<file path="config.mk">
export PLATFORM = sky130hd
export DESIGN_NAME = dot_result_reader
export DESIGN_NICKNAME = d
export VERILOG_FILES = /design/src/rtl/dot_result_pkg.sv /design/src/rtl/result_skid_fifo.sv /design/src/rtl/dot_result_reader.sv
export SDC_FILE = /design/constraint.sdc
export NUM_CORES = 1
export LEC_CHECK = 0
export BUFFER_PORTS_ARGS = -buffer_cell sky130_fd_sc_hd__buf_2
export CELL_PAD_IN_SITES_DETAIL_PLACEMENT = 0
export CELL_PAD_IN_SITES_GLOBAL_PLACEMENT = 1
export CORE_MARGIN = 5
export CORE_UTILIZATION = 47
export CTS_CLUSTER_DIAMETER = 200
export DETAILED_ROUTE_END_ITERATION = 10
export GPL_ROUTABILITY_DRIVEN = 0
export HOLD_SLACK_MARGIN = 0.06
export PLACE_DENSITY = 0.87
export SETUP_SLACK_MARGIN = 0.02
export SYNTH_ARGS = -nofsm -noshare
export SYNTH_HDL_FRONTEND = slang
export SYNTH_SLANG_ARGS = --single-unit
</file>
<file path="constraint.sdc">
create_clock -name clk -period 6.87 [get_ports clk]
set_clock_uncertainty 0.05 [all_clocks]
set_input_delay 0.687 -clock clk [delete_from_list [all_inputs] [get_ports clk]]
set_output_delay 0.687 -clock clk [all_outputs]
set_load 0.1 [all_outputs]
</file>
<file path="src/rtl/dot_result_pkg.sv">
// Shared types and helpers for the mem3 result read-out path.
// Latency: none (declarations only).
// Backpressure: not applicable.
// Contents: FSM state encoding, skid FIFO depth, wrapping address increment.
package dot_result_pkg;

    typedef enum logic [1:0] {
        IDLE  = 2'd0,
        READ  = 2'd1,
        DRAIN = 2'd2,
        DONE  = 2'd3
    } state_t;

    // The skid buffer logic uses 1-bit pointers, so this must stay 2.
    localparam int FIFO_DEPTH = 2;

    // Address + 1, wrapped to a 2**width address space.
    function automatic logic [31:0] addr_inc(input logic [31:0] addr, input int unsigned width);
        logic [31:0] mask;
        mask = (32'd1 << width) - 32'd1;
        return (addr + 32'd1) & mask;
    endfunction

endpackage

</file>
<file path="src/rtl/result_skid_fifo.sv">
// Two-entry synchronous FIFO that absorbs mem3 read data ahead of the output port.
// Latency: a pushed word is visible at head the cycle after the push edge.
// Backpressure: none internally; the caller never pushes into a full FIFO unless it also pops.
// Ports: clk, rst (async active-high), push/push_data, pop, head (oldest word), count (0..2).
module result_skid_fifo
    import dot_result_pkg::*;
#(
    parameter int DATA_WIDTH = 8
) (
    input  logic                  clk,
    input  logic                  rst,
    input  logic                  push,
    input  logic [DATA_WIDTH-1:0] push_data,
    input  logic                  pop,
    output logic [DATA_WIDTH-1:0] head,
    output logic [1:0]            count
);

    logic [DATA_WIDTH-1:0] mem_q [FIFO_DEPTH];
    logic [DATA_WIDTH-1:0] mem_d [FIFO_DEPTH];
    logic                  rd_ptr_q, rd_ptr_d;
    logic                  wr_ptr_q, wr_ptr_d;
    logic [1:0]            count_q, count_d;
    logic                  do_push;
    logic                  do_pop;

    always_comb begin
        mem_d    = mem_q;
        rd_ptr_d = rd_ptr_q;
        wr_ptr_d = wr_ptr_q;
        do_pop   = pop && (count_q != 2'd0);
        // Push into a full FIFO is only accepted together with a pop; the
        // write then lands in the slot the head is leaving this cycle.
        do_push  = push && ((count_q != 2'd2) || do_pop);
        if (do_push) begin
            mem_d[wr_ptr_q] = push_data;
            wr_ptr_d        = ~wr_ptr_q;
        end
        if (do_pop) begin
            rd_ptr_d = ~rd_ptr_q;
        end
        count_d = count_q + {1'b0, do_push} - {1'b0, do_pop};
    end

    always_ff @(posedge clk or posedge rst) begin
        if (rst) begin
            for (int i = 0; i < FIFO_DEPTH; i++) begin
                mem_q[i] <= '0;
            end
            rd_ptr_q <= 1'b0;
            wr_ptr_q <= 1'b0;
            count_q  <= 2'd0;
        end else begin
            mem_q    <= mem_d;
            rd_ptr_q <= rd_ptr_d;
            wr_ptr_q <= wr_ptr_d;
            count_q  <= count_d;
        end
    end

    assign head  = mem_q[rd_ptr_q];
    assign count = count_q;

endmodule

</file>
<file path="src/rtl/dot_result_reader.sv">
// Reads a programmable run of words from mem3 and streams them out with a last marker.
// Latency: start edge E0 -> mem_rd_en in next cycle -> data captured at E2 -> m_valid after E2.
// Backpressure: reads are issued only while FIFO + in-flight stays within 2, so m_ready stalls never lose data.
// Ports: start/base_addr/count request a run; mem_rd_* drive mem3's sync read port;
//        m_valid/m_ready/m_data/m_last form the output stream; busy/done/start_ignored report status.
module dot_result_reader #(
    parameter int DATA_WIDTH      = 8,
    parameter int MEM3_ADDR_WIDTH = 4,
    parameter int FIFO_DEPTH      = 2
) (
    input  logic                       clk,
    input  logic                       rst,
    input  logic                       start,
    input  logic [MEM3_ADDR_WIDTH-1:0] base_addr,
    input  logic [MEM3_ADDR_WIDTH:0]   count,
    output logic                       mem_rd_en,
    output logic [MEM3_ADDR_WIDTH-1:0] mem_rd_addr,
    input  logic [DATA_WIDTH-1:0]      mem_rd_data,
    output logic                       m_valid,
    input  logic                       m_ready,
    output logic [DATA_WIDTH-1:0]      m_data,
    output logic                       m_last,
    output logic                       busy,
    output logic                       done,
    output logic                       start_ignored
);

    import dot_result_pkg::*;

    state_t                     state_q, state_d;
    logic [MEM3_ADDR_WIDTH-1:0] rd_ptr_q, rd_ptr_d;
    logic [MEM3_ADDR_WIDTH:0]   remaining_issue_q, remaining_issue_d;
    logic [MEM3_ADDR_WIDTH:0]   remaining_out_q, remaining_out_d;
    logic                       inflight_q, inflight_d;
    logic                       busy_q, busy_d;
    logic                       done_q, done_d;
    logic                       start_ignored_q, start_ignored_d;

    logic [1:0]                 fifo_count;
    logic [DATA_WIDTH-1:0]      fifo_head;
    logic                       pop;
    logic                       issue;
    logic [2:0]                 occupancy;

    result_skid_fifo #(
        .DATA_WIDTH (DATA_WIDTH)
    ) u_fifo (
        .clk       (clk),
        .rst       (rst),
        .push      (inflight_q),
        .push_data (mem_rd_data),
        .pop       (pop),
        .head      (fifo_head),
        .count     (fifo_count)
    );

    always_comb begin
        pop = (fifo_count != 2'd0) && m_ready;
        // Occupancy after this edge: a pop frees a slot in time for a new read,
        // which is what keeps the stream bubble-free with m_ready held high.
        occupancy = {1'b0, fifo_count} + {2'b00, inflight_q} - {2'b00, pop};
        issue     = (state_q == READ) && (remaining_issue_q != '0) && (occupancy < 3'(FIFO_DEPTH));

        state_d           = state_q;
        rd_ptr_d          = rd_ptr_q;
        remaining_issue_d = remaining_issue_q;
        remaining_out_d   = remaining_out_q;
        inflight_d        = issue;

        if (pop && (remaining_out_q != '0)) begin
            remaining_out_d = remaining_out_q - 1'b1;
        end

        case (state_q)
            IDLE: begin
                if (start) begin
                    rd_ptr_d          = base_addr;
                    remaining_issue_d = count;
                    remaining_out_d   = count;
                    state_d           = (count == '0) ? DONE : READ;
                end
            end
            READ: begin
                if (issue) begin
                    rd_ptr_d          = MEM3_ADDR_WIDTH'(addr_inc(32'(rd_ptr_q), MEM3_ADDR_WIDTH));
                    remaining_issue_d = remaining_issue_q - 1'b1;
                    if (remaining_issue_q == 1) begin
                        state_d = DRAIN;
                    end
                end
            end
            DRAIN: begin
                if (pop && (remaining_out_q == 1)) begin
                    state_d = DONE;
                end
            end
            default: begin
                state_d = IDLE;
            end
        endcase

        busy_d          = (state_d == READ) || (state_d == DRAIN);
        done_d          = (state_d == DONE);
        // Anything other than IDLE (including the DONE cycle) counts as busy.
        start_ignored_d = start && (state_q != IDLE);
    end

    always_ff @(posedge clk or posedge rst) begin
        if (rst) begin
            state_q           <= IDLE;
            rd_ptr_q          <= '0;
            remaining_issue_q <= '0;
            remaining_out_q   <= '0;
            inflight_q        <= 1'b0;
            busy_q            <= 1'b0;
            done_q            <= 1'b0;
            start_ignored_q   <= 1'b0;
        end else begin
            state_q           <= state_d;
            rd_ptr_q          <= rd_ptr_d;
            remaining_issue_q <= remaining_issue_d;
            remaining_out_q   <= remaining_out_d;
            inflight_q        <= inflight_d;
            busy_q            <= busy_d;
            done_q            <= done_d;
            start_ignored_q   <= start_ignored_d;
        end
    end

    assign mem_rd_en     = issue;
    assign mem_rd_addr   = rd_ptr_q;
    assign m_valid       = (fifo_count != 2'd0);
    assign m_data        = fifo_head;
    assign m_last        = m_valid && (remaining_out_q == 1);
    assign busy          = busy_q;
    assign done          = done_q;
    assign start_ignored = start_ignored_q;

endmodule

</file>
==> results.md, run 1 <==
- Outcome: finished, final reports clean
- Total gr overflow: 0
- Fin cells: 276
- Rel. slew slack: 0.580
- Setup CP Type: reg2out
- DR vias/cell: 5.27
- Cell mode on critical path: inv_1
- Clk_lat worst skew: 290 ps
- Required time worst endpoint: 6130 ps
- Setup_tns: 0 ps
- Peak Freq: 261 MHz
- Asr flop ratio synth: 1.00
- Routed WL: 3930 µm
- I/O Buffers: 38
- Max-slew violation count: 0
- Largest stage delay on the critical path: 470 ps
- Max Cap Violations: 0
- Crit path DAT: 3090 ps
- Syn Inst Count: 180
- Initial antenna violation count: 0
- Buf/Inv on CP: 5
- Yosys top cell by area: dfrtp_1
- Postcts setup bufs: 0
- Worst hold path class: reg2reg
- Die width: 76.5 µm
- Worst-path cell chain: o21ai_0 > inv_1 > ha_1 > inv_1 > nand2_1 > fa_1 > inv_1 > nor4_1 > buf_4 > buf_2
- Crit path time final: 3830 ps
- Pre-CTS setup slack: 3150 ps
- Commonest non-fill, non-tap cells in the layout: dfrtp_1, buf_2, mux2_2, inv_1, nor2_1
- Bufs on Longest Clock Path: 2
- Root Driver: clkbuf_8
- Main synth FF type: dfrtp_1
- Core area: 4320 µm²
- DR iter-0 viols: 45
- Final Setup Violations: 0
- Final hold slack: 453 ps
- Die height: 76.5 µm
- CTS tree: yes
- ANT cells: 0
- Fin crit share: 0.557
- Number of synthesized register bits: 40
- Largest net degree at the start of global routing: 41
- Area grow syn2layout: 15.7%
- Drt wl/cell: 14.2 µm
- Synth cell types: 41
- Full die area: 5850 µm²
- Drt first pass iters: 4
- Row count: 24
- Most common cell after layout, fill and taps aside: dfrtp_1
- Post-synth top area share: 0.482
- RSZ-0062 raised after global routing: false
- Slowest stage cell, crit path: fa_1
- Remaining DRCs: 0
- # resized after CTS: 0
- I/O pin count: 39
- Clk slew on worst S/H paths: 70 ps
- Setup WS post-layout: 3040 ps
- Vias: 1454
- Number of buffers created by CTS: 5
- Yosys warns: 0
- Syn Area/Cell: 11.5 µm²
- Layout fillers: 387
- H-Tree Depth: 2
- Net Count, Synth: 212
- Register area share after synthesis: 0.482
- Multi-input gate area: 990 µm²
- Endpoints failing hold: 0
- Layout Nets: 255
- CP startpoint kind: flop
- Critical Path End Type: primary output
- Initial Util: 0.480
- First-pass GRT wire length: 6900 µm
- Tot GR Track Use: 0.144
- Share of cells above drive strength 1: 0.353
- HPWL after detailed placement: 2920 µm
- Vias in the first global route: 1495
- Hold-fix buffers, CTS: 0
- Leading post-synthesis cells by cell area: dfrtp_1, mux2_2, ha_1, o21ai_0, inv_1
- Mapped Area: 2080 µm²
- Max FO, Critical Path: 4
- Clock Sinks: 40
- DRT antenna net count: 0
- Worst slew pin tran: 628 ps
- Crit path max-delay family: buffers and inverters
- Number of synthesized flops with an enable pin: 0
- Placed insts: 268
- Sequential Area: 1000 µm²
[flip-flops by register name (all words and copies together), names as in the netlist]
name	flops
busy	1
done	1
inflight_q	1
mem_rd_addr	4
remaining_issue_q	5
remaining_out_q	5
start_ignored	1
state_q	2
u_fifo.count	2
u_fifo.mem_q	16
u_fifo.rd_ptr_q	1
u_fifo.wr_ptr_q	1
[cell usage after synthesis (2+ instances only)]
cell / instances
mux2i_1: 4
o21ai_0: 11
dfrtp_1: 40
xor2_1: 2
clkbuf_1: 2
nor4_1: 2
a21oi_1: 4
mux2_2: 25
nand2_1: 9
xnor2_1: 4
ha_1: 10
nor2_1: 14
and4_1: 2
a31oi_1: 4
o22a_1: 2
inv_1: 14
nor3_1: 3
nand3_1: 5
[area by class of cell]
| type | instances | share of cell area |
|---|---|---|
| Clock buffer | 8 | 0.0375 |
| Multi-Input combinational cell | 122 | 0.412 |
| Timing Repair Buffer | 40 | 0.0854 |
| Inverter | 14 | 0.0219 |
| Tap cell | 52 | 0.0271 |
| Sequential cell | 40 | 0.416 |
[final timing paths]
kind | depth (start not counted) | start | endpoint | slack, ps
max in group asynchronous | 3 | rst | remaining_issue_q[0] | 5970
worst max register to register | 12 | u_fifo.count[0] | busy | 3740
worst max-delay path | 10 | u_fifo.count[0] | mem_rd_en | 3040
min in group asynchronous | 3 | rst | busy | 460
worst min-delay path | 1 | u_fifo.mem_q[7] | u_fifo.mem_q[7] | 450
worst min register to register | 1 | u_fifo.mem_q[7] | u_fifo.mem_q[7] | 450
[per-layer routing]
metal	GRT usage	wire length [µm]	vias up	share of wire
met5	0	0	-	0
met4	0.0420	35	0	0.0089
met3	0.0473	225	4	0.057
met2	0.237	1910	36	0.49
met1	0.181	1760	691	0.45
li1	-	-	723	-
[metrics by stage]
stage                     cell area, µm²  utilization
after floorplan                     2080            -
after global placement              2310        0.535
after detailed placement            2310        0.535
after CTS                           2400        0.556
after global routing                2400        0.556
final                               2400        0.556
[cells by family (layout without fill, tap and decap cells)]
kind of cell / Yosys count / in the layout / share of synthesized area
simple gates: 46 / 46 / 0.120
buf+inv: 18 / 62 / 0.0416
compound gates: 30 / 30 / 0.107
mux: 29 / 29 / 0.155
xor+xnor: 6 / 6 / 0.0253
fa+ha+maj: 11 / 11 / 0.0699
flops: 40 / 40 / 0.482
Power of run 1 is not shown: default switching activity piles up to over one toggle a cycle in this logic, so the estimate is an artifact.
==> inputs of run 2 (changes only) <==
--- a/config.mk
+++ b/config.mk
@@ -5,16 +5,17 @@
 export SDC_FILE = /design/constraint.sdc
 export NUM_CORES = 1
 export LEC_CHECK = 0
+export ABC_AREA = 1
 export BUFFER_PORTS_ARGS = -buffer_cell sky130_fd_sc_hd__buf_2
 export CELL_PAD_IN_SITES_DETAIL_PLACEMENT = 0
 export CELL_PAD_IN_SITES_GLOBAL_PLACEMENT = 1
 export CORE_MARGIN = 5
-export CORE_UTILIZATION = 47
+export CORE_UTILIZATION = 37
 export CTS_CLUSTER_DIAMETER = 200
 export DETAILED_ROUTE_END_ITERATION = 10
 export GPL_ROUTABILITY_DRIVEN = 0
 export HOLD_SLACK_MARGIN = 0.06
-export PLACE_DENSITY = 0.87
+export PLACE_DENSITY = 0.78
 export SETUP_SLACK_MARGIN = 0.02
 export SYNTH_ARGS = -nofsm -noshare
 export SYNTH_HDL_FRONTEND = slang
==> constraint.sdc (replaced) <==
create_clock -name clk -period 3.2 [get_ports clk]
set_clock_uncertainty 0.05 [all_clocks]
set_input_delay 0.32 -clock clk [delete_from_list [all_inputs] [get_ports clk]]
set_output_delay 0.32 -clock clk [all_outputs]
set_load 0.1 [all_outputs]
==> results.md, run 2 <==
- Outcome: finished, final reports clean
- Count leader, synth: nand2_1
- Number of synthesized flops with an enable pin: 0 (unchanged)
- Fin cells: 398 (+44%)
- Net Count, Synth: 315 (+49%)
- WP depth: 11 (+1)
- Buf/Inv on CP: 3 (-2)
- HPWL after detailed placement: 3400 µm (+16%)
- Crit path capture: mem_rd_en
- Vias in the first global route: 1781 (+19%)
- Yosys top cell by area: dfrtp_1
- FF-to-FF Start: u_fifo.count[1]
- Setup CP Type: reg2out
- Largest net degree at the start of global routing: 41 (unchanged)
- Syn Area/Cell: 7.94 µm² (-31%)
- Main synth FF type: dfrtp_1
- Largest stage delay on the critical path: 490 ps (+20 ps)
- Layout fillers: 636 (+64%)
- Final core utilization: 0.436 (-0.120)
- Area grow syn2layout: 14.8%
- Final Setup Violations: 0 (unchanged)
- Clock Sinks: 40 (unchanged)
- RSZ-0062 raised after global routing: false
- Reg2reg end: busy
- Remaining DRCs: 0 (unchanged)
- Sequential Area: 1000 µm² (unchanged)
- Rel. slew slack: 0.504 (-0.0761)
- Root Driver: clkbuf_8
- Worst slew pin tran: 744 ps (+115 ps)
- DR vias/cell: 4.55 (-14%)
- Setup_tns: 0 ps (unchanged)
- Initial antenna violation count: 0 (unchanged)
- Number of flip-flops under the largest register name: 16 (unchanged)
- Max-slew violation count: 0 (unchanged)
- Post-synth top area share: 0.445 (-0.0365)
- Register area share after synthesis: 0.445 (-0.0365)
- Worst hold path class: in2async
- Syn Inst Count: 283 (+57%)
- Max Cap Violations: 0 (unchanged)
- Crit. Startpoint: u_fifo.count[1]
- Row count: 28 (+17%)
- DR iter-0 viols: 53 (+18%)
- Reg2reg path depth: 11 (-1)
- CP startpoint kind: flop
- Crit path time final: 2970 ps
- Fin crit share: 0.927
- Required time worst endpoint: 2830 ps (-3300 ps)
- CTS tree: yes
- Asr flop ratio synth: 1.00 (unchanged)
- Peak Freq: 337 MHz
- Routed WL: 4570 µm (+16%)
- Vias: 1809 (+24%)
- Worst R2R Setup Slack: 480 ps (-3260 ps)
- Die width: 87.9 µm (+15%)
- Layout Nets: 354 (+39%)
- Leading post-synthesis cells by cell area: dfrtp_1, nand2_1, ha_1, inv_1, nand3_1
- Drt wl/cell: 11.5 µm (-19%)
- Drt first pass iters: 4 (unchanged)
- Bufs on Longest Clock Path: 2 (unchanged)
- Commonest cells post-synth: nand2_1, dfrtp_1, inv_1
- Placed insts: 390 (+46%)
- Setup WS post-layout: 235 ps (-2810 ps)
- Yosys warns: 0 (unchanged)
- H-Tree Depth: 2 (unchanged)
- Endpoints failing hold: 0 (unchanged)
- ANT cells: 0 (unchanged)
- Die height: 87.9 µm (+15%)
- I/O pin count: 39 (unchanged)
- First-pass GRT wire length: 7850 µm (+14%)
- Full die area: 7730 µm² (+32%)
- Synth cell types: 28 (-32%)
- Hold-fix buffers, CTS: 0 (unchanged)
- Mapped Area: 2250 µm² (+8.2%)
- Biggest regs: u_fifo.mem_q: 16 flops, remaining_issue_q: 5 flops, remaining_out_q: 5 flops
- Max FO, Critical Path: 6 (+2)
- Core area: 5920 µm² (+37%)
- Number of buffers created by CTS: 5 (unchanged)
- Tot GR Track Use: 0.129 (-0.0153)
- Total gr overflow: 0 (unchanged)
- Slowest stage cell, crit path: fa_1
- Worst-path cell chain: nor2_2 > nor2_4 > ha_1 > inv_1 > nand2_1 > fa_1 > nand3_1 > nor2_4 > nand2_4 > inv_1 > buf_12
- Most flops, register: u_fifo.mem_q
- Most common cell after layout, fill and taps aside: nand2_1
- Share of cells above drive strength 1: 0.214 (-0.139)
- Multi-input gate area: 1050 µm² (+6.2%)
- DRT antenna net count: 0 (unchanged)
- Critical Path End Type: primary output
- Initial Util: 0.380 (-0.101)
- Commonest non-fill, non-tap cells in the layout: nand2_1, dfrtp_1, buf_2, inv_1, nand3_1
- Pre-CTS setup slack: 384 ps (-2760 ps)
- I/O Buffers: 38 (unchanged)
- Number of synthesized register bits: 40 (unchanged)
- Clk slew on worst S/H paths: 80 ps (about the same)
- Crit path max-delay family: adder cells
- Crit path DAT: 2600 ps (-490 ps)
- Clk_lat worst skew: 290 ps (about the same)
-- run 2: cell count changes after synthesis, moves of 4 or more --
| cell | previous run | this run |
|---|---|---|
| a21oi_1 | 4 | 0 |
| a31oi_1 | 4 | 0 |
| inv_1 | 14 | 33 |
| mux2_2 | 25 | 0 |
| mux2i_1 | 4 | 0 |
| nand2_1 | 9 | 108 |
| nand3_1 | 5 | 19 |
| o21ai_1 | 0 | 5 |
| o21ai_2 | 0 | 9 |
-- run 2: tightest hold or removal path, delay by kind of cell --
family   cells  cell delay, ps
buf+inv      3             580
-- run 2: per-stage QoR --
step | area, µm² | hold slack [ps]
2_1_floorplan | 2250 | 376
3_3_place_gp | 2490 | 414
3_5_place_dp | 2490 | 418
4_1_cts | 2580 | 118
5_1_grt | 2580 | 155
6_report | 2580 | 107
-- run 2: cell families after synthesis --
logic type               synth area share
AO/OA/AOI/OAI                      0.0785
flip-flops                          0.445
adder cells (fa/ha/maj)            0.0646
AND/OR/NAND/NOR                     0.312
XOR/XNOR                           0.0117
buffers and inverters              0.0880
-- run 2: final cells by class --
class                   count  area share
clock buffers               8      0.0349
inverters                  35      0.0509
multi-input cells         201       0.407
flip-flops and latches     40       0.388
well taps                  75      0.0364
repair buffers             39      0.0824
-- run 2: how the worst min path moves through the flow --
stage | from | to | slack [ps] | cells past startpoint
6_report | rst | start_ignored | 110 | 3
4_1_cts | rst | mem_rd_addr[3] | 120 | 3
3_5_place_dp | u_fifo.mem_q[14] | u_fifo.mem_q[14] | 420 | 2
5_1_grt | rst | u_fifo.mem_q[8] | 160 | 3
2_1_floorplan | start | start_ignored | 380 | 2
3_3_place_gp | u_fifo.mem_q[14] | u_fifo.mem_q[14] | 410 | 2
-- run 2: timing repair --
action | in CTS | in global routing
setup buffers | 0 | 0
gates resized for setup | 0 | 1
endpoints found under the setup margin | 0 | 1
-- run 2: metal layers --
| layer | vias to the layer above | part of all wire | track usage |
|---|---|---|---|
| li1 | 953 | - | - |
| met1 | 819 | 0.47 | 0.160 |
| met2 | 31 | 0.47 | 0.220 |
| met3 | 6 | 0.054 | 0.0339 |
| met4 | 0 | 0.012 | 0.0377 |
| met5 | - | 0 | 0 |
Power of run 2 is left out for the same reason.
